`config.mk`:
```
export PLATFORM = sky130hd
export DESIGN_NAME = pic_priority_resolver_flat
export DESIGN_NICKNAME = d
export VERILOG_FILES = /design/src/rtl/pic_priority_resolver_pkg.sv /design/src/rtl/pic_priority_resolver_if.sv /design/src/rtl/pic_priority_resolver_prio_encode.sv /design/src/rtl/pic_priority_resolver.sv /design/src/flat_wrapper.sv
export SDC_FILE = /design/constraint.sdc
export NUM_CORES = 1
export LEC_CHECK = 0
export BUFFER_PORTS_ARGS = -buffer_cell sky130_fd_sc_hd__buf_2
export CORE_MARGIN = 5
export CORE_UTILIZATION = 40
export CTS_CLUSTER_SIZE = 8
export DETAILED_ROUTE_END_ITERATION = 7
export GPL_TIMING_DRIVEN = 0
export HOLD_SLACK_MARGIN = 0.08
export SKIP_LAST_GASP = 1
export SLEW_MARGIN = 20
export SYNTH_ARGS = -nofsm -noshare
export SYNTH_HDL_FRONTEND = slang
export SYNTH_SLANG_ARGS = --single-unit
```
`constraint.sdc`:
```
create_clock -name clk -period 4.7 [get_ports clk]
set_input_delay 0.235 -clock clk [delete_from_list [all_inputs] [get_ports clk]]
set_output_delay 0.235 -clock clk [all_outputs]
set_load 0.02 [all_outputs]
```
`src/rtl/pic_priority_resolver_pkg.sv`:
```
// Shared PIC definitions: acknowledge FSM states, level width and the
// rotating-priority rank helper used by the resolver and the control logic.
package pic_pkg;

    localparam int PIC_LVL_W = 3;
    localparam logic [PIC_LVL_W-1:0] SPURIOUS_LVL = 3'd7;

    typedef enum logic [1:0] {
        IDLE,
        ACK1,
        ACK2,
        DONE
    } ack_st_t;

    // 0 is the highest rank; 3-bit arithmetic supplies the mod-8 wrap.
    function automatic logic [PIC_LVL_W-1:0] prio_rank(
        input logic [PIC_LVL_W-1:0] lvl,
        input logic [PIC_LVL_W-1:0] lowest
    );
        return lvl - lowest - 3'd1;
    endfunction

endpackage

```
`src/rtl/pic_priority_resolver_if.sv`:
```
// Request/acknowledge/command bus between the control logic (master) and the
// priority resolver (slave).
interface pic_priority_resolver_if;
    import pic_pkg::*;

    logic [7:0]           ir;
    logic                 ltim;
    logic [7:0]           mask;
    logic                 inta_n;
    logic                 aeoi;
    logic                 rotate;
    logic                 eoi_stb;
    logic                 eoi_spec;
    logic [PIC_LVL_W-1:0] eoi_lvl;
    logic                 setpri_stb;
    logic [7:0]           irr;
    logic [7:0]           isr;
    logic                 isprior;
    logic [PIC_LVL_W-1:0] vec_lvl;
    logic                 vec_valid;
    logic                 spurious;

    modport master (
        output ir, ltim, mask, inta_n, aeoi, rotate,
               eoi_stb, eoi_spec, eoi_lvl, setpri_stb,
        input  irr, isr, isprior, vec_lvl, vec_valid, spurious
    );

    modport slave (
        input  ir, ltim, mask, inta_n, aeoi, rotate,
               eoi_stb, eoi_spec, eoi_lvl, setpri_stb,
        output irr, isr, isprior, vec_lvl, vec_valid, spurious
    );

endinterface

```
`src/rtl/pic_priority_resolver_prio_encode.sv`:
```
// Rotating-priority scanner: returns the first set bit of vec, scanning from
// level lowest+1 upward with wrap.
module pic_prio_encode
    import pic_pkg::*;
(
    input  logic [7:0]           vec,
    input  logic [PIC_LVL_W-1:0] lowest,
    output logic                 found,
    output logic [PIC_LVL_W-1:0] lvl
);

    logic [PIC_LVL_W-1:0] idx;

    always_comb begin
        found = 1'b0;
        lvl   = '0;
        idx   = '0;
        for (int unsigned i = 0; i < 8; i++) begin
            idx = lowest + PIC_LVL_W'(i) + 3'd1;
            if (!found && vec[idx]) begin
                found = 1'b1;
                lvl   = idx;
            end
        end
    end

endmodule

```
`src/rtl/pic_priority_resolver.sv`:
```
// PIC interrupt-request front end: IR capture into IRR, masking, fully nested
// priority resolution against ISR, INTA sequencing, EOI and set-priority.
module pic_priority_resolver
    import pic_pkg::*;
#(
    parameter int NUM_IR      = 8,
    parameter int SYNC_STAGES = 2
) (
    input logic                    clk,
    input logic                    rst_n,
    pic_priority_resolver_if.slave bus
);

    logic [NUM_IR-1:0]      ir_sync [SYNC_STAGES];
    logic [SYNC_STAGES-1:0] inta_sync;
    logic [NUM_IR-1:0]      ir_s, ir_d, ir_rise;
    logic                   ack_s, ack_d, ack_fall, ack_rise;

    logic [NUM_IR-1:0]      irr_q, irr_d, isr_q, isr_d, cand;
    logic [NUM_IR-1:0]      isr_set, ack_clr, eoi_clr;
    logic                   isprior_q, isprior_d;
    logic [PIC_LVL_W-1:0]   lowest_q, lowest_d;
    logic [PIC_LVL_W-1:0]   vec_lvl_q, vec_lvl_d;
    logic                   vec_valid_q, vec_valid_d;
    logic                   spurious_q, spurious_d;
    logic                   win_found, isp_found;
    logic [PIC_LVL_W-1:0]   win_lvl, isp_lvl;
    logic                   ack_rot, eoi_rot;
    logic [PIC_LVL_W-1:0]   eoi_rot_lvl;
    ack_st_t                state_q, state_d;

    always_ff @(posedge clk or negedge rst_n) begin
        if (!rst_n) begin
            for (int unsigned i = 0; i < SYNC_STAGES; i++) ir_sync[i] <= '0;
            inta_sync <= '0;
            ir_d      <= '0;
            ack_d     <= 1'b0;
        end else begin
            ir_sync[0] <= bus.ir;
            for (int unsigned i = 1; i < SYNC_STAGES; i++) ir_sync[i] <= ir_sync[i-1];
            inta_sync <= {inta_sync[SYNC_STAGES-2:0], bus.inta_n};
            ir_d      <= ir_s;
            ack_d     <= ack_s;
        end
    end

    assign ir_s     = ir_sync[SYNC_STAGES-1];
    assign ack_s    = inta_sync[SYNC_STAGES-1];
    assign ir_rise  = ir_s & ~ir_d;
    assign ack_fall = ack_d & ~ack_s;
    assign ack_rise = ~ack_d & ack_s;

    assign cand = irr_q & ~bus.mask;

    pic_prio_encode u_win (
        .vec    (cand),
        .lowest (lowest_q),
        .found  (win_found),
        .lvl    (win_lvl)
    );

    pic_prio_encode u_isp (
        .vec    (isr_q),
        .lowest (lowest_q),
        .found  (isp_found),
        .lvl    (isp_lvl)
    );

    assign isprior_d = win_found &&
        (!isp_found || (prio_rank(win_lvl, lowest_q) < prio_rank(isp_lvl, lowest_q)));

    always_ff @(posedge clk or negedge rst_n) begin
        if (!rst_n) state_q <= IDLE;
        else        state_q <= state_d;
    end

    always_comb begin
        state_d     = state_q;
        vec_lvl_d   = vec_lvl_q;
        vec_valid_d = vec_valid_q;
        spurious_d  = spurious_q;
        isr_set     = '0;
        ack_clr     = '0;
        ack_rot     = 1'b0;
        case (state_q)
            IDLE: if (ack_fall) begin
                state_d     = ACK1;
                vec_valid_d = 1'b1;
                if (win_found) begin
                    vec_lvl_d        = win_lvl;
                    spurious_d       = 1'b0;
                    isr_set[win_lvl] = 1'b1;
                end else begin
                    vec_lvl_d  = SPURIOUS_LVL;
                    spurious_d = 1'b1;
                end
            end
            ACK1: if (ack_rise) state_d = ACK2;
            ACK2: if (ack_fall) state_d = DONE;
            DONE: if (ack_rise) begin
                state_d     = IDLE;
                vec_valid_d = 1'b0;
                spurious_d  = 1'b0;
                if (bus.aeoi && !spurious_q) begin
                    ack_clr[vec_lvl_q] = 1'b1;
                    ack_rot            = bus.rotate;
                end
            end
            default: state_d = IDLE;
        endcase
    end

    // A specific EOI on an idle level clears nothing and therefore never rotates.
    always_comb begin
        eoi_clr     = '0;
        eoi_rot     = 1'b0;
        eoi_rot_lvl = '0;
        if (bus.eoi_stb) begin
            if (bus.eoi_spec) begin
                if (isr_q[bus.eoi_lvl]) begin
                    eoi_clr[bus.eoi_lvl] = 1'b1;
                    eoi_rot              = bus.rotate;
                    eoi_rot_lvl          = bus.eoi_lvl;
                end
            end else if (isp_found) begin
                eoi_clr[isp_lvl] = 1'b1;
                eoi_rot          = bus.rotate;
                eoi_rot_lvl      = isp_lvl;
            end
        end
    end

    always_comb begin
        isr_d = (isr_q & ~(eoi_clr | ack_clr)) | isr_set;
        irr_d = bus.ltim ? ir_s : ((irr_q & ~isr_set) | ir_rise);
        lowest_d = lowest_q;
        if (ack_rot)        lowest_d = vec_lvl_q;
        if (eoi_rot)        lowest_d = eoi_rot_lvl;
        if (bus.setpri_stb) lowest_d = bus.eoi_lvl;
    end

    always_ff @(posedge clk or negedge rst_n) begin
        if (!rst_n) begin
            irr_q       <= '0;
            isr_q       <= '0;
            isprior_q   <= 1'b0;
            lowest_q    <= 3'd7;
            vec_lvl_q   <= '0;
            vec_valid_q <= 1'b0;
            spurious_q  <= 1'b0;
        end else begin
            irr_q       <= irr_d;
            isr_q       <= isr_d;
            isprior_q   <= isprior_d;
            lowest_q    <= lowest_d;
            vec_lvl_q   <= vec_lvl_d;
            vec_valid_q <= vec_valid_d;
            spurious_q  <= spurious_d;
        end
    end

    assign bus.irr       = irr_q;
    assign bus.isr       = isr_q;
    assign bus.isprior   = isprior_q;
    assign bus.vec_lvl   = vec_lvl_q;
    assign bus.vec_valid = vec_valid_q;
    assign bus.spurious  = spurious_q;

endmodule

```
`src/flat_wrapper.sv`:
```
// flat-port wrapper written by rule: the top's interface ports become plain ports
module pic_priority_resolver_flat import pic_pkg::*;
#(
    parameter int NUM_IR      = 8,
    parameter int SYNC_STAGES = 2
)
  (clk, rst_n, bus_ir, bus_ltim, bus_mask, bus_inta_n, bus_aeoi, bus_rotate, bus_eoi_stb, bus_eoi_spec, bus_eoi_lvl, bus_setpri_stb, bus_irr, bus_isr, bus_isprior, bus_vec_lvl, bus_vec_valid, bus_spurious);
  pic_priority_resolver_if bus_i ();
  input logic clk;
  input logic rst_n;
  input wire logic [$bits(bus_i.ir)-1:0] bus_ir;
  input wire logic [$bits(bus_i.ltim)-1:0] bus_ltim;
  input wire logic [$bits(bus_i.mask)-1:0] bus_mask;
  input wire logic [$bits(bus_i.inta_n)-1:0] bus_inta_n;
  input wire logic [$bits(bus_i.aeoi)-1:0] bus_aeoi;
  input wire logic [$bits(bus_i.rotate)-1:0] bus_rotate;
  input wire logic [$bits(bus_i.eoi_stb)-1:0] bus_eoi_stb;
  input wire logic [$bits(bus_i.eoi_spec)-1:0] bus_eoi_spec;
  input wire logic [$bits(bus_i.eoi_lvl)-1:0] bus_eoi_lvl;
  input wire logic [$bits(bus_i.setpri_stb)-1:0] bus_setpri_stb;
  output wire logic [$bits(bus_i.irr)-1:0] bus_irr;
  output wire logic [$bits(bus_i.isr)-1:0] bus_isr;
  output wire logic [$bits(bus_i.isprior)-1:0] bus_isprior;
  output wire logic [$bits(bus_i.vec_lvl)-1:0] bus_vec_lvl;
  output wire logic [$bits(bus_i.vec_valid)-1:0] bus_vec_valid;
  output wire logic [$bits(bus_i.spurious)-1:0] bus_spurious;
  assign bus_i.ir = bus_ir;
  assign bus_i.ltim = bus_ltim;
  assign bus_i.mask = bus_mask;
  assign bus_i.inta_n = bus_inta_n;
  assign bus_i.aeoi = bus_aeoi;
  assign bus_i.rotate = bus_rotate;
  assign bus_i.eoi_stb = bus_eoi_stb;
  assign bus_i.eoi_spec = bus_eoi_spec;
  assign bus_i.eoi_lvl = bus_eoi_lvl;
  assign bus_i.setpri_stb = bus_setpri_stb;
  assign bus_irr = bus_i.irr;
  assign bus_isr = bus_i.isr;
  assign bus_isprior = bus_i.isprior;
  assign bus_vec_lvl = bus_i.vec_lvl;
  assign bus_vec_valid = bus_i.vec_valid;
  assign bus_spurious = bus_i.spurious;
  pic_priority_resolver #(.NUM_IR(NUM_IR), .SYNC_STAGES(SYNC_STAGES)) u_core (.clk(clk), .rst_n(rst_n), .bus(bus_i));
endmodule
```
* After elaboration in Yosys (flattened, before gate mapping)
Cells that the tools add are included.
Storage, ports and cells: output and inout bits 22, bits in writable memories 0, register bits after elaboration 54, latch bits 0, memories 0, ROM bits 0, input bits 28
Operators by class: $lt $le $gt $ge 17, div/mod/pow operators 0, $add $sub $neg 18, muxes and demuxes 111, $mul 0, equality and inequality tests 7, shift-type cells 0, reduce and logical (&&, ||, !) cells 43, bitwise gates (word level) 15
Operators with widths (count):
- $mux 8 | 11
- $mux 3 | 24
- $bmux 1 s3 | 17
- $lt 3x4->1 const B | 12
- $mux 1 | 48
- $and 8x8->8 | 4
- $not 8->8 | 4
- $add 3x1->3 const B | 8
- $or 8x8->8 | 3
- $logic_and 1x1->1 | 20
- $logic_not 1->1 | 16
- $add 3x3->3 const B | 4
- $demux 1 s3 | 4
- $ge 3x1->1 const B | 4
- $mux 2 | 4
- $ne 2x1->1 const B | 4
- $pmux 2 s4 | 1
- $add 3x2->3 const B | 2
- $sub 3x1->3 const B | 2
- $sub 3x3->3 | 2
- $eq 2x2->1 const B | 2
- $pmux 1 s2 | 2
- $reduce_and 4->1 | 1
- $lt 3x3->1 | 1
- 9 further kinds | 11

* Longest topological paths before layout
depth after elaboration 37, gate-level depth with buffers 20, gate-level depth less buffers 15

* By module
Synthesis repeated with hierarchy kept, for this count alone.
Second synthesis, totals: cell total of the unflattened synthesis 540, area, all modules 4774.6 um^2
Modules (own cells, without submodules):
- pic_priority_resolver | area an instance 2580.0 um^2, cells an instance 256, seq. area each 1355.0 um^2, instances 1
- pic_prio_encode | area an instance 1097.3 um^2, cells an instance 142, seq. area each 0.0 um^2, instances 2

* Least setup slack after synthesis
OpenSTA, ideal clock, no wires.
kind flip-flop to flip-flop, start point register u_core.lowest_q[0], end point register u_core.isprior_q, in the netlist u_core.bus.isprior, clock period less this slack 4.629 ns, cell stages (with the launch flop) 19, slack 0.071 ns, path buffers 3, library setup time 0.077 ns, data arrival time 4.551 ns, cell sequence dfstp_2 > inv_2 > buf_6 > clkbuf_1 > ha_1 > buf_4 > mux4_2 > mux2i_1 > and3_1 > nor3b_2 > o21ai_0 > nand3_1 > o211ai_2 > fa_1 > inv_1 > ha_1 > a21o_1 > a21o_1 > a21oi_1
Between the ends: word-level cells in the longest chain between the ends 30, elaborated cells between the ends (all ways) 114, classes of those cells add/sub: 18; order compare: 1; mux: 64; reduce/logical: 31
RTL lines:
- start: declaration | line pic_priority_resolver.sv:22 | logic [PIC_LVL_W-1:0] lowest_q, lowest_d;
- start signal: assignment | line pic_priority_resolver.sv:155 | lowest_q <= lowest_d;
- parallel branches: the longest is 29 deep, another holds $add 3x1->3
- $logic_and 1x1->1 * | line pic_priority_resolver.sv:69 | assign isprior_d = win_found &&
- named net u_core.isprior_d | line pic_priority_resolver.sv:21 | logic isprior_q, isprior_d;
- end signal: assignment | line pic_priority_resolver.sv:154 | isprior_q <= isprior_d;
- end: declaration | line pic_priority_resolver.sv:21
Mark *: on every way through the listed nets, which the timed path passes. The select of a mux whose other input is x is not followed. A chain may end at the register's enable or synchronous reset.

* Worst setup path after layout
Same ends and word-level chain as after synthesis.

==> qor.csv <==
stage;metric;value;unit
sta;Final Cycle Share;96.92;%
clocking;Clock Pin Slew Worst Setup and Hold Paths;70;ps
logic_synthesis;fraction of the mapped netlist area in adder cells;3.756;%
clocking;Clock Latency Late Sink;290;ps
critical_path;CP Max Fanout;13;
critical_path;CP Buf/Inv Count;6;
run;Max Cap Violations;0;
placed_design;Post-Place Cells;668;
clocking;CTS tree;built;
sta;RSZ-0062 raised after global routing;no;
power_and_ir_drop;Switch Pwr;1.970;mW
sta;crit path time final;4555;ps
logic_synthesis;largest area contributor in the netlist;dfrtp_1;
critical_path;WS Path Type;reg -> reg;
placed_design;Post-DP HPWL;10490;um
clocking;Longest Clk Path Bufs;2;
route;WL/cell;19.88;um
power_and_ir_drop;Seq pwr share;16.4;%
critical_path;Setup crit start;u_core.lowest_q[0];
die;Initial Util;41.08;%
finish;sequential cell area;1355;um^2
finish;fin cells;707;
critical_path;RR Startpoint;u_core.lowest_q[0];
clocking;H-Tree Depth;2;
sta;FMAX;0.2195;GHz
outcome;status;completed;
placed_design;IO buf count;46;
sta;Slew Limit Fails;0;
finish;ANT cells;0;
placed_design;Placer Congestion;0.8917;
logic_synthesis;synth top area cells;dfrtp_1, mux4_2, mux2i_1;
logic_synthesis;XOR/XNOR Fraction of Synth Area;1.825;%
die;Core Rows;39;
route;DR vias/cell;6.085;
logic_synthesis;FFs w/ async S/R, synth;100.0;%
die;DIE AREA;14100;um^2
logic_synthesis;Syn Area/Cell;9.876;um^2
finish;Final Instance Area;5799;um^2
logic_synthesis;cell with the most instances after synthesis;dfrtp_1;
logic_synthesis;Post-synth EDFFs;0;
power_and_ir_drop;Worst VDD drop;0.3689;mV
finish;layout cells sized above 1;30.14;%
critical_path;slowest stage delay, CP;640;ps
route;vias after detailed routing;4302;
critical_path;WP data arrival;4780;ps
sta;max_slew headroom;45.25;%
logic_synthesis;Main synth FF type;dfrtp_1;
finish;fin nets;604;
critical_path;CP required;4920;ps
critical_path;critical path's top delay family;adder cells;
sta;Worst Skew;3.736;ps
sta;final hold vios;0;
global_route;pin count of the biggest net entering global routing;55;
power_and_ir_drop;Int Pwr;2.133;mW
die;num ports;50;
power_and_ir_drop;fraction of power consumed by the clock network;9.2;%
die;Die X;118.8;um
global_route;global-route wire length before repair;22480;um
critical_path;CP Capture Type;flop;
logic_synthesis;Post-Syn Area;4731;um^2
die;Placeable Area;11520;um^2
finish;post-layout util;50.36;%
logic_synthesis;warnings from Yosys;0;
critical_path;startpoint types;flop;
logic_synthesis;Post-synth top cells;dfrtp_1, nand2_1, mux2i_1, o21ai_0;
logic_synthesis;Synth Area in Compound Gates;17.69;%
worst_hold_path;HP Class;in -> reg;
logic_synthesis;Simple-Gate Fraction of Synth Area;17.43;%
route;Routed WL;14060;um
global_route;initial antenna violation count;0;
sta;Worst Tran Pin Value;817.6;ps
die;Die Span Y;118.8;um
logic_synthesis;mux share of post-synthesis cell area;25.68;%
logic_synthesis;area share of the largest cell type after synthesis;26.98;%
logic_synthesis;post-synthesis sequential area ratio;28.64;%
clocking;Clock Root Buffer;clkbuf_16;
logic_synthesis;syn nets;520;
route;DR iter-0 viols;274;
clocking;Sink Count;54;
global_route;number of global-route vias before repair;4234;
route;DR DRC count;0;
power_and_ir_drop;Comb power frac;74.4;%
placed_design;Post-DP Area;5142;um^2
global_route;total gr overflow;0;
finish;Synth-to-Final Area Change;22.59;%
global_route;GRT Util Overall;19.76;%
finish;multi-input logic area;3307;um^2
critical_path;crit path max-delay cell type;dfstp_2;
worst_hold_path;Hold Path Origin;bus_setpri_stb;
sta;Fin Hold WS;168.0;ps
power_and_ir_drop;switching part of the total power;48.01;%
route;drt first pass iters;5;
power_and_ir_drop;power per cell area;707.4;nW/um^2
power_and_ir_drop;leakage;2.442;nW
logic_synthesis;synthesized flop and latch total;54;
clocking;number of buffers created by CTS;5;
logic_synthesis;Synth cell types;78;
logic_synthesis;post-synthesis cell count;479;
route;post-route ant nets;0;
critical_path;crit path cell chain;clkinv_8 -> clkbuf_16 -> ha_4 -> buf_6 -> buf_12 -> buf_12 -> mux2i_1 -> mux4_2 -> a21oi_2 -> o21ai_1 -> a211oi_2 -> nor2_1 -> ha_1 -> fa_1 -> inv_1 -> ha_1 -> a21o_1 -> a21o_1 -> a21oi_2;
sta;Final setup viols;0;
logic_synthesis;largest family of logic cells by synthesized area;multiplexers;
finish;Layout fillers;1070;
-- cell type report --
cell class                      count  area share, %
Buffer                             26          3.430
Multi-Input combinational cell    375          57.02
Sequential cell                    54          23.37
Tap cell                          143          3.085
Clock inverter                      3         0.4962
Timing Repair Buffer               78          8.587
Inverter                           23          1.855
Clock buffer                        5          2.157
-- worst paths after layout --
kind | endpoint | slack, ps | cells past startpoint
setup / recovery | u_core.bus.isprior | 140 | 19
hold / removal | u_core.lowest_q[2] | 170 | 2
setup reg to reg | u_core.bus.isprior | 140 | 19
hold reg to reg | u_core.ir_s[2] | 350 | 0
max in group asynchronous | u_core.bus.irr[0] | 3740 | 2
min in group asynchronous | u_core.state_q[1] | 510 | 2
-- cell usage in the layout (no fill, tap or decap), types with 4 or more instances in the layout --
cell	instances
nand2b_1	9
mux4_1	4
mux4_2	28
dfrtp_1	51
nor3b_1	5
dlygate4sd3_1	10
nor2b_1	8
or2b_1	4
and3_1	4
inv_1	17
mux2i_1	31
clkbuf_1	13
a22oi_1	5
o21ai_0	30
buf_2	47
o31ai_1	8
buf_4	25
mux2_2	10
nor2_1	25
o22ai_1	4
nand2_1	40
clkbuf_16	6
a21oi_1	14
a21o_1	7
o211ai_1	9
nand3_1	8
a21oi_2	4
ha_1	9
nor3_1	18
-- repair_timing --
| item | CTS | global route |
|---|---|---|
| pin swaps | 4 | 4 |
| gates resized for setup | 41 | 14 |
| hold buffers | 10 | 0 |
| setup buffers | 6 | 15 |
| endpoints found under the setup margin | 19 | 1 |
| endpoints found under the hold margin | 60 | 0 |
| cloned | 1 | 0 |
-- state kept, by name (all words and copies together), names as in the netlist --
| register | count |
|---|---|
| u_core.ack_d | 1 |
| u_core.bus.irr | 8 |
| u_core.bus.isprior | 1 |
| u_core.bus.isr | 8 |
| u_core.bus.spurious | 1 |
| u_core.bus.vec_lvl | 3 |
| u_core.bus.vec_valid | 1 |
| u_core.inta_sync | 2 |
| u_core.ir_d | 8 |
| u_core.ir_s | 8 |
| u_core.ir_sync | 8 |
| u_core.lowest_q | 3 |
| u_core.state_q | 2 |
-- stage by stage --
stage / worst slack [ps] / power (mW) / setup TNS (ps)
after floorplan: 71.49 / 2.611 / 0
after global placement: -981.2 / 3.245 / -2955
after detailed placement: -990.2 / 3.289 / -3689
after CTS: 10.71 / 3.936 / 0
after global routing: 0.6657 / 4.393 / 0
final: 144.7 / 4.102 / 0
-- routing by layer --
| layer | global-route usage [%] | vias up | routed length (um) |
|---|---|---|---|
| met4 | 7.820 | 0 | 454 |
| met3 | 2.579 | 33 | 739 |
| met2 | 34.25 | 165 | 7052 |
| met5 | 0 | - | 0 |
| li1 | - | 2000 | - |
| met1 | 25.05 | 2104 | 5812 |
-- power by group through the flow --
stage               clock [mW]  combinational (mW)  sequential [mW]
floorplan                    0                1.90            0.715
global route             0.405                3.30            0.686
detailed placement           0                2.61            0.680
finish                   0.378                3.05            0.671
global placement             0                2.57            0.678
CTS                      0.388                2.88            0.669
-- logic make-up after synthesis --
group	Yosys count
flops	54
mux	78
fa+ha+maj	13
xor+xnor	8
buf+inv	50
compound gates	122
simple gates	154
No activity file was read; power rests on OpenSTA's default activity.
